File: src/rtl/cam_pkg.sv
// Shared definitions for the CAM request controller: op/status codes,
// controller state encoding and the slice-count helper.
package cam_pkg;

    typedef enum logic [1:0] {
        OP_LOOKUP = 2'd0,
        OP_INSERT = 2'd1,
        OP_DELETE = 2'd2,
        OP_RSVD   = 2'd3
    } cam_op_e;

    typedef enum logic [1:0] {
        ST_OK     = 2'd0,
        ST_MISS   = 2'd1,
        ST_FULL   = 2'd2,
        ST_EXISTS = 2'd3
    } cam_status_e;

    typedef enum logic [2:0] {
        S_INIT     = 3'd0,
        S_IDLE     = 3'd1,
        S_LKP      = 3'd2,
        S_LKP_WAIT = 3'd3,
        S_WR_ISSUE = 3'd4,
        S_WR_HI    = 3'd5,
        S_WR_LO    = 3'd6,
        S_RSP      = 3'd7
    } cam_state_e;

    function automatic int slice_count(input int data_width, input int slice_width);
        return (data_width + slice_width - 1) / slice_width;
    endfunction

endpackage

File: src/rtl/cam_alloc_ctrl_if.sv
// Request/response port of the CAM controller; master = scheduler side,
// slave = cam_alloc_ctrl.
interface cam_alloc_ctrl_if #(
    parameter int DATA_WIDTH  = 64,
    parameter int ADDR_WIDTH  = 5,
    parameter int SLICE_WIDTH = 4
);
    import cam_pkg::*;
    localparam int SLICE_COUNT = slice_count(DATA_WIDTH, SLICE_WIDTH);

    logic                   req_valid;
    logic                   req_ready;
    logic [1:0]             req_op;
    logic [DATA_WIDTH-1:0]  req_key;
    logic [SLICE_COUNT-1:0] req_mask;
    logic                   rsp_valid;
    logic                   rsp_ready;
    logic [1:0]             rsp_status;
    logic [1:0]             rsp_op;
    logic [ADDR_WIDTH-1:0]  rsp_addr;

    modport master (
        output req_valid, req_op, req_key, req_mask, rsp_ready,
        input  req_ready, rsp_valid, rsp_status, rsp_op, rsp_addr
    );

    modport slave (
        input  req_valid, req_op, req_key, req_mask, rsp_ready,
        output req_ready, rsp_valid, rsp_status, rsp_op, rsp_addr
    );

endinterface

File: src/rtl/cam_alloc_ctrl_prienc.sv
// LSB-first priority encoder; used to pick the lowest free CAM entry.
module priority_encoder #(
    parameter int WIDTH     = 32,
    parameter int IDX_WIDTH = 5
) (
    input  logic [WIDTH-1:0]     req_i,
    output logic [IDX_WIDTH-1:0] idx_o,
    output logic                 valid_o
);

    // Scan from the top so the lowest set bit is the last one written.
    always_comb begin
        idx_o   = '0;
        valid_o = 1'b0;
        for (int i = WIDTH - 1; i >= 0; i--) begin
            if (req_i[i]) begin
                idx_o   = IDX_WIDTH'(i);
                valid_o = 1'b1;
            end
        end
    end

endmodule

File: src/rtl/cam_alloc_ctrl.sv
// Request-side controller for the shift-register CAM: lookup/insert/delete with
// lowest-free allocation. Macro CAM_ALLOC_DUP_CHECK_EN enables the duplicate search on INSERT.
module cam_alloc_ctrl
    import cam_pkg::*;
#(
    parameter int  DATA_WIDTH  = 64,
    parameter int  ADDR_WIDTH  = 5,
    parameter int  SLICE_WIDTH = 4,
    localparam int SLICE_COUNT = slice_count(DATA_WIDTH, SLICE_WIDTH)
) (
    input  logic                   clk,
    input  logic                   rst,
    cam_alloc_ctrl_if.slave        bus,
    output logic [ADDR_WIDTH:0]    entry_count,
    output logic [ADDR_WIDTH-1:0]  cam_write_addr,
    output logic [DATA_WIDTH-1:0]  cam_write_data,
    output logic                   cam_write_delete,
    output logic                   cam_write_enable,
    output logic [SLICE_COUNT-1:0] cam_select_mask,
    input  logic                   cam_write_busy,
    output logic [DATA_WIDTH-1:0]  cam_compare_data,
    input  logic                   cam_match,
    input  logic [ADDR_WIDTH-1:0]  cam_match_addr
);

    localparam int DEPTH = 2 ** ADDR_WIDTH;

    cam_state_e             state_q, state_d;
    cam_op_e                op_q, op_d;
    logic [DATA_WIDTH-1:0]  key_q, key_d;
    logic [SLICE_COUNT-1:0] mask_q, mask_d;
    logic [DEPTH-1:0]       bitmap_q, bitmap_d;
    logic [ADDR_WIDTH-1:0]  wr_addr_q, wr_addr_d;
    logic [DATA_WIDTH-1:0]  wr_data_q, wr_data_d;
    logic [1:0]             rsp_status_q, rsp_status_d;
    logic [1:0]             rsp_op_q, rsp_op_d;
    logic [ADDR_WIDTH-1:0]  rsp_addr_q, rsp_addr_d;
    logic [ADDR_WIDTH:0]    count_q;
    logic [ADDR_WIDTH-1:0]  free_idx;
    logic                   free_vld;
    logic                   full;
    logic                   searching;

    priority_encoder #(
        .WIDTH     (DEPTH),
        .IDX_WIDTH (ADDR_WIDTH)
    ) u_free_sel (
        .req_i   (~bitmap_q),
        .idx_o   (free_idx),
        .valid_o (free_vld)
    );

    assign full = ~free_vld;

    always_comb begin
        state_d      = state_q;
        op_d         = op_q;
        key_d        = key_q;
        mask_d       = mask_q;
        bitmap_d     = bitmap_q;
        wr_addr_d    = wr_addr_q;
        wr_data_d    = wr_data_q;
        rsp_status_d = rsp_status_q;
        rsp_op_d     = rsp_op_q;
        rsp_addr_d   = rsp_addr_q;

        unique case (state_q)
            S_INIT: begin
                if (!cam_write_busy) state_d = S_IDLE;
            end
            S_IDLE: begin
                if (bus.req_valid) begin
                    op_d     = cam_op_e'(bus.req_op);
                    key_d    = bus.req_key;
                    mask_d   = bus.req_mask;
                    rsp_op_d = bus.req_op;
                    if (bus.req_op == OP_RSVD) begin
                        rsp_status_d = ST_EXISTS;
                        rsp_addr_d   = '0;
                        state_d      = S_RSP;
                    end
`ifndef CAM_ALLOC_DUP_CHECK_EN
                    else if (bus.req_op == OP_INSERT) begin
                        if (full) begin
                            rsp_status_d = ST_FULL;
                            rsp_addr_d   = '0;
                            state_d      = S_RSP;
                        end else begin
                            wr_addr_d = free_idx;
                            wr_data_d = bus.req_key;
                            state_d   = S_WR_ISSUE;
                        end
                    end
`endif
                    else begin
                        state_d = S_LKP;
                    end
                end
            end
            S_LKP: begin
                state_d = S_LKP_WAIT;
            end
            S_LKP_WAIT: begin
                state_d    = S_RSP;
                rsp_addr_d = '0;
                case (op_q)
                    OP_LOOKUP: begin
                        rsp_status_d = cam_match ? ST_OK : ST_MISS;
                        if (cam_match) rsp_addr_d = cam_match_addr;
                    end
`ifdef CAM_ALLOC_DUP_CHECK_EN
                    OP_INSERT: begin
                        if (cam_match) begin
                            rsp_status_d = ST_EXISTS;
                            rsp_addr_d   = cam_match_addr;
                        end else if (full) begin
                            rsp_status_d = ST_FULL;
                        end else begin
                            wr_addr_d = free_idx;
                            wr_data_d = key_q;
                            state_d   = S_WR_ISSUE;
                        end
                    end
`endif
                    OP_DELETE: begin
                        if (cam_match) begin
                            wr_addr_d = cam_match_addr;
                            wr_data_d = key_q;
                            state_d   = S_WR_ISSUE;
                        end else begin
                            rsp_status_d = ST_MISS;
                        end
                    end
                    default: rsp_status_d = ST_MISS;
                endcase
            end
            S_WR_ISSUE: begin
                state_d = S_WR_HI;
            end
            S_WR_HI: begin
                state_d = S_WR_LO;
            end
            S_WR_LO: begin
                // Bitmap only changes once the CAM has finished shifting the entry in/out.
                if (!cam_write_busy) begin
                    bitmap_d[wr_addr_q] = (op_q != OP_DELETE);
                    rsp_status_d        = ST_OK;
                    rsp_addr_d          = wr_addr_q;
                    state_d             = S_RSP;
                end
            end
            S_RSP: begin
                if (bus.rsp_ready) state_d = S_IDLE;
            end
        endcase
    end

    always_ff @(posedge clk) begin
        if (rst) begin
            state_q      <= S_INIT;
            op_q         <= OP_LOOKUP;
            key_q        <= '0;
            mask_q       <= '1;
            bitmap_q     <= '0;
            wr_addr_q    <= '0;
            wr_data_q    <= '0;
            rsp_status_q <= '0;
            rsp_op_q     <= '0;
            rsp_addr_q   <= '0;
            count_q      <= '0;
        end else begin
            state_q      <= state_d;
            op_q         <= op_d;
            key_q        <= key_d;
            mask_q       <= mask_d;
            bitmap_q     <= bitmap_d;
            wr_addr_q    <= wr_addr_d;
            wr_data_q    <= wr_data_d;
            rsp_status_q <= rsp_status_d;
            rsp_op_q     <= rsp_op_d;
            rsp_addr_q   <= rsp_addr_d;
            count_q      <= (ADDR_WIDTH + 1)'($countones(bitmap_q));
        end
    end

    assign searching        = (state_q == S_LKP) || (state_q == S_LKP_WAIT);
    assign bus.req_ready    = (state_q == S_IDLE);
    assign bus.rsp_valid    = (state_q == S_RSP);
    assign bus.rsp_status   = rsp_status_q;
    assign bus.rsp_op       = rsp_op_q;
    assign bus.rsp_addr     = rsp_addr_q;
    assign entry_count      = count_q;
    assign cam_write_enable = (state_q == S_WR_ISSUE);
    assign cam_write_delete = cam_write_enable && (op_q == OP_DELETE);
    assign cam_write_addr   = wr_addr_q;
    assign cam_write_data   = wr_data_q;
    assign cam_compare_data = searching ? key_q : '0;
    assign cam_select_mask  = (searching && op_q == OP_LOOKUP) ? mask_q : '1;

endmodule

File: src/flat_wrapper.sv
// flat-port wrapper written by rule: the top's interface ports become plain ports
module cam_alloc_ctrl_flat import cam_pkg::*;
#(
    parameter int  DATA_WIDTH  = 64,
    parameter int  ADDR_WIDTH  = 5,
    parameter int  SLICE_WIDTH = 4,
    localparam int SLICE_COUNT = slice_count(DATA_WIDTH, SLICE_WIDTH)
)
  (clk, rst, entry_count, cam_write_addr, cam_write_data, cam_write_delete, cam_write_enable, cam_select_mask, cam_write_busy, cam_compare_data, cam_match, cam_match_addr, bus_req_valid, bus_req_op, bus_req_key, bus_req_mask, bus_rsp_ready, bus_req_ready, bus_rsp_valid, bus_rsp_status, bus_rsp_op, bus_rsp_addr);
  cam_alloc_ctrl_if #(.DATA_WIDTH(DATA_WIDTH), .ADDR_WIDTH(ADDR_WIDTH), .SLICE_WIDTH(SLICE_WIDTH)) bus_i ();
  input  logic clk;
  input  logic rst;
  output logic [ADDR_WIDTH:0] entry_count;
  output logic [ADDR_WIDTH-1:0] cam_write_addr;
  output logic [DATA_WIDTH-1:0] cam_write_data;
  output logic cam_write_delete;
  output logic cam_write_enable;
  output logic [SLICE_COUNT-1:0] cam_select_mask;
  input  logic cam_write_busy;
  output logic [DATA_WIDTH-1:0] cam_compare_data;
  input  logic cam_match;
  input  logic [ADDR_WIDTH-1:0] cam_match_addr;
  input wire logic [$bits(bus_i.req_valid)-1:0] bus_req_valid;
  input wire logic [$bits(bus_i.req_op)-1:0] bus_req_op;
  input wire logic [$bits(bus_i.req_key)-1:0] bus_req_key;
  input wire logic [$bits(bus_i.req_mask)-1:0] bus_req_mask;
  input wire logic [$bits(bus_i.rsp_ready)-1:0] bus_rsp_ready;
  output wire logic [$bits(bus_i.req_ready)-1:0] bus_req_ready;
  output wire logic [$bits(bus_i.rsp_valid)-1:0] bus_rsp_valid;
  output wire logic [$bits(bus_i.rsp_status)-1:0] bus_rsp_status;
  output wire logic [$bits(bus_i.rsp_op)-1:0] bus_rsp_op;
  output wire logic [$bits(bus_i.rsp_addr)-1:0] bus_rsp_addr;
  assign bus_i.req_valid = bus_req_valid;
  assign bus_i.req_op = bus_req_op;
  assign bus_i.req_key = bus_req_key;
  assign bus_i.req_mask = bus_req_mask;
  assign bus_i.rsp_ready = bus_rsp_ready;
  assign bus_req_ready = bus_i.req_ready;
  assign bus_rsp_valid = bus_i.rsp_valid;
  assign bus_rsp_status = bus_i.rsp_status;
  assign bus_rsp_op = bus_i.rsp_op;
  assign bus_rsp_addr = bus_i.rsp_addr;
  cam_alloc_ctrl #(.DATA_WIDTH(DATA_WIDTH), .ADDR_WIDTH(ADDR_WIDTH), .SLICE_WIDTH(SLICE_WIDTH)) u_core (.clk(clk), .rst(rst), .bus(bus_i), .entry_count(entry_count), .cam_write_addr(cam_write_addr), .cam_write_data(cam_write_data), .cam_write_delete(cam_write_delete), .cam_write_enable(cam_write_enable), .cam_select_mask(cam_select_mask), .cam_write_busy(cam_write_busy), .cam_compare_data(cam_compare_data), .cam_match(cam_match), .cam_match_addr(cam_match_addr));
endmodule
File: config.mk
export PLATFORM = sky130hd
export DESIGN_NAME = cam_alloc_ctrl_flat
export DESIGN_NICKNAME = d
export VERILOG_FILES = /design/src/rtl/cam_pkg.sv /design/src/rtl/cam_alloc_ctrl_if.sv /design/src/rtl/cam_alloc_ctrl_prienc.sv /design/src/rtl/cam_alloc_ctrl.sv /design/src/flat_wrapper.sv
export SDC_FILE = /design/constraint.sdc
export NUM_CORES = 1
export LEC_CHECK = 0
export CAP_MARGIN = 20
export CORE_MARGIN = 2
export CORE_UTILIZATION = 40
export DETAILED_ROUTE_END_ITERATION = 6
export DONT_BUFFER_PORTS = 1
export HOLD_SLACK_MARGIN = 0.03
export PLACE_DENSITY_LB_ADDON = 0.3
export SLEW_MARGIN = 10
export SYNTH_ARGS = -nofsm -noshare
export SYNTH_HDL_FRONTEND = slang
export SYNTH_HIERARCHICAL = 1
export SYNTH_SLANG_ARGS = --single-unit
export TNS_END_PERCENT = 1
File: constraint.sdc
create_clock -name clk -period 5.8 [get_ports clk]
set_clock_uncertainty 0.1 [all_clocks]
set_input_delay 1.16 -clock clk [delete_from_list [all_inputs] [get_ports clk]]
set_output_delay 1.16 -clock clk [all_outputs]
set_load 0.005 [all_outputs]
# After elaboration in Yosys (flattened, before gate mapping)
# Cells that the tools add are included.
dict set report word_totals {
  word_cells 192
  output_inout_bits 168
  input_bits 93
  register_bits 199
}
dict set report op_classes {
  magnitude_cmp 2
  bitwise 2
  n_addsub 31
  n_reduce_logical 14
  mux 110
  eq_ne 23
}
# operator n
set ops {}
lappend ops {{64-bit two-way mux} 7}
lappend ops {{5-bit two-way mux} 45}
lappend ops {{64-bit one-hot mux with 2 select lines} 1}
lappend ops {{6-bit adder} 15}
lappend ops {{1-bit two-way mux} 34}
lappend ops {{1-bit by 1-bit adder with 2-bit output} 16}
lappend ops {{32-bit bitwise mux} 1}
lappend ops {{32-bit NOT} 1}
lappend ops {{3-bit one-hot mux with 8 select lines} 1}
lappend ops {{3-bit two-way mux} 7}
lappend ops {{16-bit two-way mux} 1}
lappend ops {{2-bit two-way mux} 8}
lappend ops {{2-bit != test (second input constant)} 8}
lappend ops {{5-bit one-hot mux with 3 select lines} 1}
lappend ops {{3-bit equality test (second input constant)} 4}
lappend ops {{5-bit one-hot mux with 2 select lines} 1}
lappend ops {{7-bit AND reduction} 1}
lappend ops {{3-bit by 2-bit equality test with 1-bit output (second input constant)} 2}
lappend ops {{5-bit by 6-bit less-than comparator with 1-bit output (second input constant)} 1}
lappend ops {{3-bit != test (second input constant)} 2}
lappend ops {{2-bit one-hot mux with 3 select lines} 1}
lappend ops {{6-bit AND reduction} 1}
lappend ops {{1-bit demux with 5-bit select} 1}
lappend ops {{5-bit by 1-bit greater-or-equal comparator with 1-bit output (second input constant)} 1}
lappend ops {{other kinds (16)} 21}

# Depth between registers and ports, before layout
dict set report logic_depth {
  word_depth 38
  depth_mapped 15
  mapped_depth_nobuf 15
}

# By module
# Netlist, hierarchy kept.
# module cells_per_inst area_each_um2 instances
set by_module_without_submodules {}
lappend by_module_without_submodules {cam_alloc_ctrl 1179 9318.9 1}
lappend by_module_without_submodules {priority_encoder 65 370.4 1}

# Least setup slack after synthesis
# No wires, ideal clock.
dict set report synth_timing {
  kind {register to register}
  start {reg u_core.bitmap_q[0]}
  end {reg u_core.count_q[5], in the netlist u_core/entry_count[5]}
  path_stages_with_launch 16
  arrival_ps 4340
  setup_ps 116
  slack_ps 1244
  path_buffers 0
  cell_sequence {dfxtp_1 inv_1 fa_1 fa_1 inv_1 fa_1 fa_1 fa_1 inv_1 fa_1 inv_1 ha_1 a21o_1 a21oi_1 o21ai_0 and3_1}
}
dict set report synth_via {
  elab_chain_len 5
}
# item line_no
set synth_rtl {}
lappend synth_rtl {{start: declaration} cam_alloc_ctrl.sv:32} ;# logic [DEPTH-1:0] bitmap_q, bitmap_d;
lappend synth_rtl {{start signal: assignment} cam_alloc_ctrl.sv:176} ;# bitmap_q <= bitmap_d;
lappend synth_rtl {{1-bit by 1-bit adder with 2-bit output (implied by the code)} cam_alloc_ctrl.sv:182} ;# count_q <= (ADDR_WIDTH + 1)'($countones(bitmap_q));
lappend synth_rtl {{6-bit adder (implied by the code) (4 in series)} cam_alloc_ctrl.sv:182}
lappend synth_rtl {{end signal: assignment} cam_alloc_ctrl.sv:182}
lappend synth_rtl {{end: declaration} cam_alloc_ctrl.sv:38} ;# logic [ADDR_WIDTH:0] count_q;
# No other way between the ends.
# A chain may end at the register's enable or synchronous reset.

# Worst setup path after layout
dict set report layout_timing {
  start {reg u_core.bitmap_q[0]}
  end {reg u_core.count_q[4], in the netlist u_core/entry_count[4]}
}
# Same word-level chain as after synthesis.

==> flow_summary.yaml <==
floorplan:
  ioPinCount: 261
  fp.dieH_um: 160
  dieArea_mm2: 0.0255
  die_x_um: 160
  fp-row-count: 56
  start_util_pct: 41.0
  coreArea_mm2: 0.0236
setup_path:
  critPathBufInv: 3
  cpMostUsedCell: "fa_1"
  cp_cell_sequence: "inv_1 > fa_1 > fa_1 > fa_1 > fa_1 > fa_1 > fa_1 > inv_1 > ha_1 > inv_1 > fa_1 > nor2b_1 > o21ai_0 > nor3b_1 > nor3_1"
  slowest_stage: "fa_1"
  rrSetupSlack_ns: 0.97
  crit_path_start_kind: "register"
  crit_path_end: "u_core/entry_count[4]"
  r2r_cells: 15
  r2r-start: "u_core/bitmap_q[0]"
  worstPathRequired_ns: 6.05
  cpPeakStageDelay_ns: 0.57
  critical_path_class: "register to register"
  crit_cells: 15
  end_kind: "register"
  r2r-end: "u_core/entry_count[4]"
  cpLargestDelayFamily: "adder cells"
  startpoint: "u_core/bitmap_q[0]"
  critical_path_arrival_ns: 5.07
  cp_max_fo: 3
power:
  ir_drop_mv: 0.195
  power_density_mw_per_mm2: 358
  leakage_nw: 3.81
placement:
  place.gp.congestion: 0.887
  dp_hpwl_mm: 18.9
  io_buffers: 0
global_routing:
  track_usage_pct: 22.1
  antenna_found_initial: 1
  grt_max_degree: 159
  grt_pass1_vias: 7887
  gr-total-overflow: 0
  grt_pass1_wl_mm: 45.0
logic_synthesis:
  synth_compound_area_share_pct: 15.3
  synth_edf_count: 0
  synth_common_cells: "nand2_1, dfxtp_1, nor2_1"
  synthSimpleGateAreaFrac_pct: 29.5
  yosysSeqAreaShare_pct: 41.1
  syn-num-nets: 1368
  netlist_area_mm2: 0.00969
  yosysTopAreaCellShare_pct: 41.1
  async_flop_share_pct: 0
  synth_cell_types: 53
  synth_ff_type: "dfxtp_1"
  yosysMostFrequentCell: "nand2_1"
  synth_top_family_by_area: "simple AND/OR/NAND/NOR gates"
  syn_avg_cell_area_um2: 7.79
  synthXorXnorAreaFrac_pct: 0.0904
  synth_seq_cells: 199
  yosys.area.top_type: "dfxtp_1"
  muxShareOfSynthArea_pct: 1.65
  yosys_warnings: 6
  synthAdderAreaFrac_pct: 5.86
  synth_area_leaders: "dfxtp_1, nand2_1, a311oi_1"
  netlist_instances: 1244
sta:
  rsz0062_at_grt: "no"
  holdWs_ns: 0.364
  worst_pin_slew_ns: 0.960
  tns_ns: 0
  fmax_mhz: 207
  fin_crit_ns: 4.83
  setup_viol: 0
  slew_viol_final: 0
  hold_viol: 0
  fin_crit_sh_pct: 83.2
  relSlewSlack_pct: 35.0
detailed_routing:
  wl_met2_mm: 13.3
  drt-total-wl_mm: 28.7
  wl_met3_mm: 2.73
  viasPerCell: 5.50
  dr.max_layer_used: "met4"
  drtAntennaViolNets: 0
  drc: 0
  avgRoutedWirePerCell_um: 19.0
  wl_met1_mm: 12.1
  drt_iter0_markers: 668
  vias: 8320
  firstDrtPassIters: 5
run_status:
  status: "completed"
finish:
  drive_above_1_share_pct: 4.61
  area_delta_synth_final_pct: 7.93
  fin_nets: 1305
  fillers: 2358
  finalCoreUtilization_pct: 44.3
  multi_input_area_mm2: 0.00509
  antennaDiodeCount: 0
  regArea_mm2: 0.00398
clock_network:
  cts_resized: 0
  tritoncts: "built"
  numCtsBuffers: 17
  clock-root-buffer: "clkbuf_16"
  clk_latency_ns: 0.43
  clock_path_buffers: 2
  htreeDepth: 4
  hold_buffers: 0
  cts_setup_buffers: 0
  clkTransAtPathRegs_ns: 0.08
  clock-sinks: 199
min_path:
  hold_class: "register to register"
  min_path_cells: 2
run:
  drv_cap: 0
## registers in the layout, indices dropped and copies added (netlist names)
register               cells
u_core/cam_write_data     64
u_core/key_q              64
u_core/bitmap_q           32
u_core/mask_q             16
u_core/entry_count         6
u_core/bus.rsp_addr        5
u_core/cam_write_addr      5
u_core/state_q             3
u_core/bus.rsp_op          2
u_core/bus.rsp_status      2
## logic make-up (layout without fill, tap and decap cells)
family / Yosys count / after routing
adder cells (fa/ha/maj): 31 / 31
multiplexers: 16 / 16
buffers and inverters: 159 / 109
AND/OR/NAND/NOR: 626 / 626
AO/OA/AOI/OAI: 212 / 212
flip-flops: 199 / 199
XOR/XNOR: 1 / 1
## per-stage QoR
stage,setup WS (ns),total power [mW],cells,cell area (um2)
finish,0.973,3.74,1513,10500
detailed placement,0.972,2.47,1479,9790
floorplan,1.24,2.26,1244,9690
CTS,0.964,3.78,1511,10400
global placement,1.08,2.45,1479,9790
global route,0.653,3.95,1513,10500
## cells in the final DEF (no fill, tap or decap), drive strengths merged, types with 3 or more instances in the layout
master and n:
nor2 106, nor2b 9, nor3 10, nor4b 3, inv 72, or3 13
fa 24, o311ai 7, nor3b 4, dfxtp 199, a221oi 6, and3b 4
and2 67, nand2b 24, o31ai 14, and3 4, mux2i 16, nand3b 3
o21ai 16, o41ai 4, nand3 22, or4 4, clkinv 7, nand2 339
a21oi 79, buf 10, a311oi 71, ha 7, nor4 5, clkbuf 18
## report_power, final
| part | total (mW) | leakage, nW | switching [mW] | internal, mW |
|---|---|---|---|---|
| combinational | 0.741 | 1.88 | 0.509 | 0.233 |
| sequential | 1.70 | 1.61 | 0.168 | 1.54 |
| clock | 1.30 | 0.315 | 0.621 | 0.675 |
| total | 3.74 | 3.81 | 1.30 | 2.44 |
## layout make-up
class	count	share of cell area, %
clock inverter	15	2.17
tap	319	3.82
clock buffer	17	4.07
multi-input combinational	886	48.6
inverter	66	2.37
sequential	199	38.1
timing repair buffer	11	0.838
## worst min-delay path, stage by stage (launching register included)
cell	delay (ns)
dfxtp_1	0.32
nand2_1	0.05
a21oi_1	0.05
## worst min path at each step
stage                              from                  end
global placement      u_core/mask_q[11]    u_core/mask_q[11]
CTS                    u_core/key_q[60]     u_core/key_q[60]
detailed placement     u_core/mask_q[8]     u_core/mask_q[8]
floorplan              u_core/mask_q[0]     u_core/mask_q[0]
global route        u_core/bitmap_q[23]  u_core/bitmap_q[23]
finish                 u_core/key_q[60]     u_core/key_q[60]
## per-layer routing
layer | track usage, % | vias to the layer above
li1 | - | 4030
met1 | 28.1 | 3925
met2 | 35.6 | 327
met3 | 7.40 | 38
met4 | 6.90 | 0
met5 | 0 | -
Power figures use the tool's default switching activity.
